`config.mk`:
```
export PLATFORM = sky130hd
export DESIGN_NAME = clk_div_multi_flat
export DESIGN_NICKNAME = d
export VERILOG_FILES = /design/src/rtl/clk_div_multi_if.sv /design/src/rtl/clk_div_multi.sv /design/src/flat_wrapper.sv
export SDC_FILE = /design/constraint.sdc
export NUM_CORES = 1
export LEC_CHECK = 0
export CAP_MARGIN = 20
export CORE_MARGIN = 5
export CORE_UTILIZATION = 58
export CTS_BUF_LIST = sky130_fd_sc_hd__clkbuf_4 sky130_fd_sc_hd__clkbuf_8
export DETAILED_ROUTE_END_ITERATION = 10
export PLACE_DENSITY = 0.79
export SYNTH_ARGS = -nofsm -noshare
export SYNTH_HDL_FRONTEND = slang
export SYNTH_SLANG_ARGS = --single-unit
```
`constraint.sdc`:
```
create_clock -name cly -period 7.1 [get_ports cly]
set_input_delay 1.42 -clock cly [delete_from_list [all_inputs] [get_ports cly]]
set_output_delay 1.42 -clock cly [all_outputs]
set_load 0.005 [all_outputs]
```
`src/rtl/clk_div_multi_if.sv`:
```
// Control/status bundle for the multi-channel clock divider.
// The master side drives run enables, configuration writes and the sync
// restart. The slave side returns the divided clocks, tick strobes and the
// write-reject flag.
interface clk_div_multi_if #(
    parameter int NCH = 4,
    parameter int CW  = 27,
    parameter int CHW = 2
);
    logic [NCH-1:0] en;
    logic           wr_en;
    logic [CHW-1:0] wr_ch;
    logic [CW-1:0]  wr_val;
    logic           wr_mode;
    logic           sync;
    logic [NCH-1:0] clk_out;
    logic [NCH-1:0] tick;
    logic           wr_err;

    modport master (
        output en, wr_en, wr_ch, wr_val, wr_mode, sync,
        input  clk_out, tick, wr_err
    );

    modport slave (
        input  en, wr_en, wr_ch, wr_val, wr_mode, sync,
        output clk_out, tick, wr_err
    );
endinterface

```
`src/rtl/clk_div_multi.sv`:
```
// Multi-channel programmable clock divider.
// Each channel counts a programmable half-period down to zero. On the zero
// (terminal) edge it reloads and produces a tick. In toggle mode the output
// flips at every terminal count, giving a 50% duty clock. In pulse mode the
// output is high only on the terminal edge.
// A configuration write restarts its channel. sync restarts every channel
// that is not being written in the same cycle.
module clk_div_multi #(
    parameter int NCH      = 4,
    parameter int CW       = 27,
    parameter int CHW      = 2,
    parameter int DEF_HALF = 100000000
) (
    input  logic          cly,
    input  logic          rst,
    clk_div_multi_if.slave bus
);

    localparam logic [CW-1:0] DEF_HALF_C = CW'(DEF_HALF);
    localparam logic [CW-1:0] ZERO_C     = {CW{1'b0}};
    localparam logic [CW-1:0] ONE_C      = {{(CW-1){1'b0}}, 1'b1};

    // A write is only legal for an existing channel and a nonzero half-period.
    // A zero half-period would leave the counter permanently terminal.
    function automatic logic wr_legal(input logic [CHW-1:0] ch,
                                      input logic [CW-1:0]  val);
        logic ch_ok;
        logic val_ok;
        ch_ok    = (32'(ch) < 32'(NCH));
        val_ok   = (val != ZERO_C);
        wr_legal = ch_ok & val_ok;
    endfunction

    // Per-channel state.
    logic [CW-1:0]  half_r [NCH];
    logic           mode_r [NCH];
    logic [CW-1:0]  cnt_r  [NCH];
    logic [NCH-1:0] clk_out_r;
    logic [NCH-1:0] tick_r;
    logic           wr_err_r;

    // Next-state values.
    logic [CW-1:0]  half_s [NCH];
    logic           mode_s [NCH];
    logic [CW-1:0]  cnt_s  [NCH];
    logic [NCH-1:0] clk_out_s;
    logic [NCH-1:0] tick_s;
    logic           wr_err_s;
    logic           wr_acc_s;

    // Decode the write and compute every channel's next state.
    // Priority is: accepted write, then sync, then counting, then hold.
    always_comb begin
        wr_acc_s  = bus.wr_en & wr_legal(bus.wr_ch, bus.wr_val);
        wr_err_s  = bus.wr_en & ~wr_acc_s;
        clk_out_s = clk_out_r;
        tick_s    = {NCH{1'b0}};
        for (int i = 0; i < NCH; i++) begin
            half_s[i] = half_r[i];
            mode_s[i] = mode_r[i];
            cnt_s[i]  = cnt_r[i];
            if (wr_acc_s && (bus.wr_ch == CHW'(i))) begin
                // A write beats a coincident terminal count. There is no tick
                // and no toggle, and the channel restarts from the new value.
                half_s[i]    = bus.wr_val;
                mode_s[i]    = bus.wr_mode;
                cnt_s[i]     = bus.wr_val;
                clk_out_s[i] = 1'b0;
            end else if (bus.sync) begin
                cnt_s[i]     = half_r[i];
                clk_out_s[i] = 1'b0;
            end else if (bus.en[i]) begin
                if (cnt_r[i] == ZERO_C) begin
                    // The reload is the only exit from zero, so the counter
                    // never wraps.
                    cnt_s[i]  = half_r[i];
                    tick_s[i] = 1'b1;
                    if (mode_r[i]) begin
                        clk_out_s[i] = 1'b1;
                    end else begin
                        clk_out_s[i] = ~clk_out_r[i];
                    end
                end else begin
                    cnt_s[i] = cnt_r[i] - ONE_C;
                    if (mode_r[i]) begin
                        clk_out_s[i] = 1'b0;
                    end else begin
                        clk_out_s[i] = clk_out_r[i];
                    end
                end
            end else begin
                // A paused channel keeps its count and output level, so
                // counting resumes exactly where it stopped.
                cnt_s[i]     = cnt_r[i];
                clk_out_s[i] = clk_out_r[i];
            end
        end
    end

    // Register all channel state and outputs. Reset is asynchronous.
    always_ff @(posedge cly or posedge rst) begin
        if (rst) begin
            for (int i = 0; i < NCH; i++) begin
                half_r[i] <= DEF_HALF_C;
                mode_r[i] <= 1'b0;
                cnt_r[i]  <= DEF_HALF_C;
            end
            clk_out_r <= {NCH{1'b0}};
            tick_r    <= {NCH{1'b0}};
            wr_err_r  <= 1'b0;
        end else begin
            for (int i = 0; i < NCH; i++) begin
                half_r[i] <= half_s[i];
                mode_r[i] <= mode_s[i];
                cnt_r[i]  <= cnt_s[i];
            end
            clk_out_r <= clk_out_s;
            tick_r    <= tick_s;
            wr_err_r  <= wr_err_s;
        end
    end

    assign bus.clk_out = clk_out_r;
    assign bus.tick    = tick_r;
    assign bus.wr_err  = wr_err_r;

endmodule

```
`src/flat_wrapper.sv`:
```
// flat-port wrapper written by rule: the top's interface ports become plain ports
module clk_div_multi_flat 
#(
    parameter int NCH      = 4,
    parameter int CW       = 27,
    parameter int CHW      = 2,
    parameter int DEF_HALF = 100000000
)
  (cly, rst, bus_en, bus_wr_en, bus_wr_ch, bus_wr_val, bus_wr_mode, bus_sync, bus_clk_out, bus_tick, bus_wr_err);
  clk_div_multi_if #(.NCH(NCH), .CW(CW), .CHW(CHW)) bus_i ();
  input  logic cly;
  input  logic rst;
  input wire logic [$bits(bus_i.en)-1:0] bus_en;
  input wire logic [$bits(bus_i.wr_en)-1:0] bus_wr_en;
  input wire logic [$bits(bus_i.wr_ch)-1:0] bus_wr_ch;
  input wire logic [$bits(bus_i.wr_val)-1:0] bus_wr_val;
  input wire logic [$bits(bus_i.wr_mode)-1:0] bus_wr_mode;
  input wire logic [$bits(bus_i.sync)-1:0] bus_sync;
  output wire logic [$bits(bus_i.clk_out)-1:0] bus_clk_out;
  output wire logic [$bits(bus_i.tick)-1:0] bus_tick;
  output wire logic [$bits(bus_i.wr_err)-1:0] bus_wr_err;
  assign bus_i.en = bus_en;
  assign bus_i.wr_en = bus_wr_en;
  assign bus_i.wr_ch = bus_wr_ch;
  assign bus_i.wr_val = bus_wr_val;
  assign bus_i.wr_mode = bus_wr_mode;
  assign bus_i.sync = bus_sync;
  assign bus_clk_out = bus_i.clk_out;
  assign bus_tick = bus_i.tick;
  assign bus_wr_err = bus_i.wr_err;
  clk_div_multi #(.NCH(NCH), .CW(CW), .CHW(CHW), .DEF_HALF(DEF_HALF)) u_core (.cly(cly), .rst(rst), .bus(bus_i));
endmodule
```
==> flow_summary.yaml <==
synth:
  async_reset_ff_share_pct: 100.0
  yosys_register_bits: 229
  netlist_area_um2: 12460
  syn-num-nets: 1508
  syn_avg_cell_area_um2: 8.520
  yosysWarnings: 0
  synth_flop_type: "dfrtp_1"
  synthesis.instances: 1462
  number_of_enable_type_register_cells_in_the_synthesized_netlist: 0
  yosys.cell_types.count: 68
  yosysSeqAreaShare_pct: 46.97
timing:
  clock-skew-final_ns: 0.01056
  hold_viol: 0
  finalCritPeriodShare_pct: 61.37
  final_setup_fails: 0
  tightest_slew_ns: 1.048
  holdWs_ns: 0.4541
  rsz0062_at_grt: "no"
  fin_ws_ns: 2.742
  finalSetupTns_ns: 0
  final_period_minus_worst_setup_slack_ns: 4.358
  maxSlewHeadroom_pct: 30.13
  max_freq_mhz: 229.5
  timing.final.max_slew_violations: 0
placed_design:
  gpl.final_weighted_congestion: 0.9166
  placed_area_um2: 13140
  port_buffers: 46
  post-dp-hpwl_mm: 21.37
  post-place-ws_ns: 2.302
  dpl.cell_count: 1714
worst_setup_path:
  end_kind: "flip-flop"
  endpoint: "u_core.cnt_r[78]"
  worst_path_largest_cell_delay_ns: 0.77
  crit_path_start_kind: "input pin"
  crit_path_max_fanout: 44
  critical_path.slowest_cell: "clkdlybuf4s50_1"
  worstPathBufferInverterCount: 2
  path_depth: 8
  criticalPathCategory: "input pin to flip-flop"
  worst_setup_path_startpoint: "bus_wr_val[14]"
  cp.arrival_ns: 4.83
  cpLargestDelayFamily: "simple AND/OR/NAND/NOR gates"
  reg2reg_to: "u_core.cnt_r[99]"
  reg2reg_depth: 6
  worstPathRequired_ns: 7.57
  reg_to_reg_startpoint: "u_core.cnt_r[92]"
  r2r_setup_slack_ns: 3.88
  cells_traversed_along_the_worst_timing_path: "clkdlybuf4s50_1 > nor4_1 > nand3_1 > o2111ai_4 > buf_4 > nand2_1 > a211oi_1 > a221o_1"
clock_network:
  clock_tree.htree_level_count: 2
  cts-buffers-inserted: 40
  post_cts.repair.setup_buffers: 0
  ctsHoldBuffers: 0
  cts_root_buf: "clkbuf_8"
  clock_slew_at_the_register_clock_pins_of_the_worst_setup_and_hold_paths_ns: 0.06
  cts.sinks: 229
  cts_resized: 0
  worst_skew_pair.late_latency_ns: 0.54
  clock_path_buffers: 3
  tritoncts: "yes"
floorplan:
  die_area_um2: 24510
  floorplan.rows: 53
  die_h_um: 156.5
  core-area_um2: 21090
  die_width_um: 156.5
  io_pins: 47
  initial_utilization_pct: 59.07
route:
  ant_nets: 0
  wirelength_mm: 34.15
  detailroute.via_count: 11170
  post-route-drc-count: 0
  via_per_inst: 6.254
  avgRoutedWirePerCell_um: 19.12
  first_pass_iters: 5
  dr_iter_0_viols: 1043
global_route:
  globalRoute.totalOverflow: 0
  via_count_of_the_first_global_routing_pass: 10760
  grt_first_pass_wirelength_mm: 56.17
  initial_antenna_violation_count: 0
  global_route.usage.total_pct: 28.27
  largest_net_degree_at_the_start_of_global_routing: 188
hold_path:
  classification_of_the_worst_slack_hold_path: "flip-flop to flip-flop"
final_layout:
  mostFrequentLayoutCells: "417 x nand2_1, 133 x dfrtp_1, 124 x nor2_1"
  layout_commonest_cell: "nand2_1"
  insertedDiodeCount: 0
  finish.net_count: 1527
  final_cell_count_no_fill: 1786
  post_route_core_utilization_pct: 66.33
  final_layout_size_suffix_gt1_share_pct: 14.49
  area_delta_synth_final_pct: 12.30
  design_area_um2: 13990
flow_run:
  cap_violations: 0
power:
  total_power_mw: 3.744
  irDropWorstVdd_v: 0.0002106
  cellPowerDensity_nw_per_um2: 267.7
  leakage_power_nw: 5.826
outcome:
  status: "finished clean"
==> how the worst min path moves through the flow <==
stage / to / cells after the start / start / slack [ns]
3_3_place_gp: u_core.half_r[50] / 2 / u_core.half_r[50] / 0.44
6_report: u_core.half_r[49] / 2 / u_core.half_r[49] / 0.45
4_1_cts: u_core.half_r[49] / 2 / u_core.half_r[49] / 0.46
2_1_floorplan: u_core.half_r[68] / 2 / u_core.half_r[68] / 0.44
5_1_grt: u_core.half_r[99] / 2 / u_core.half_r[99] / 0.46
3_5_place_dp: u_core.half_r[99] / 2 / u_core.half_r[99] / 0.45
==> Yosys cell counts (5+ instances only) <==
cell | n | area share (%)
a211oi_1 | 20 | 1.2
a21oi_1 | 47 | 1.9
a221o_1 | 18 | 1.4
a31oi_1 | 35 | 1.8
a41oi_1 | 5 | 0.35
and3_1 | 5 | 0.25
clkbuf_1 | 77 | 2.3
dfrtp_1 | 133 | 27
dfstp_2 | 96 | 20
ha_1 | 8 | 0.80
inv_1 | 12 | 0.36
nand2_1 | 417 | 13
nand2b_1 | 8 | 0.40
nand3_1 | 28 | 1.1
nand4_1 | 15 | 0.75
nand4b_1 | 5 | 0.35
nor2_1 | 124 | 3.7
nor3_1 | 45 | 1.8
nor3b_1 | 5 | 0.30
nor4_1 | 43 | 2.2
o211ai_1 | 49 | 3.0
o21ai_0 | 42 | 1.7
o22a_1 | 17 | 1.2
o22ai_1 | 6 | 0.30
o31ai_1 | 11 | 0.66
o41ai_1 | 6 | 0.42
or2_2 | 8 | 0.40
or3_1 | 13 | 0.65
or4_1 | 14 | 0.84
xnor2_1 | 47 | 3.3
xor2_1 | 27 | 1.9
==> layer usage <==
metal / vias up / wire length, um / global-route usage (%) / share of wire (%)
met4: 0 / 1441 / 11.90 / 4.2
met1: 5448 / 14680 / 40.30 / 43
met2: 410 / 15440 / 43.05 / 45
li1: 5224 / - / - / -
met5: - / 0 / 0 / 0
met3: 88 / 2583 / 4.784 / 7.6
==> cells by family (layout without fill, tap and decap cells) <==
kind of cell / count (synthesis) / count (layout) / share of synthesized area [%]
muxes: 8 / 8 / 0.6831
adders and majority gates: 8 / 8 / 0.8036
xor gates and xnor gates: 74 / 74 / 5.203
and+or+nand+nor: 748 / 748 / 26.60
buffers and inverters: 101 / 150 / 3.285
DFF: 229 / 229 / 46.97
AOI/OAI and AO/OA: 294 / 294 / 16.45
==> area by class of cell <==
| cell class | count | area, um2 |
|---|---|---|
| well taps | 275 | 344.1 |
| repair buffers | 65 | 615.6 |
| clock buffers | 70 | 838.3 |
| flip-flops and latches | 229 | 5851 |
| fillers | 1701 | 7101 |
| inverters | 13 | 52.55 |
| clock inverters | 2 | 10.01 |
| multi-input cells | 1132 | 6276 |
==> worst register-to-register path: stages (launching register included) <==
cell and delay, ns:
dfrtp_1 0.44, or4_1 0.63, or3_1 0.57, o41a_2 0.91
o21ai_0 0.31, a21oi_1 0.06, o22a_1 0.22
==> power by group <==
| part | switching (mW) | internal (mW) |
|---|---|---|
| sequential | 0.211 | 1.58 |
| combinational | 0.373 | 0.291 |
| clock | 0.548 | 0.736 |
| total | 1.13 | 2.61 |
==> state kept, by name, summed over array words and instances (netlist names) <==
signal,flops
u_core.cnt_r,108
u_core.bus.tick,4
u_core.half_r,108
u_core.bus.clk_out,4
u_core.bus.wr_err,1
u_core.mode_r,4
Note: power is estimated with default switching activity, not from simulation.
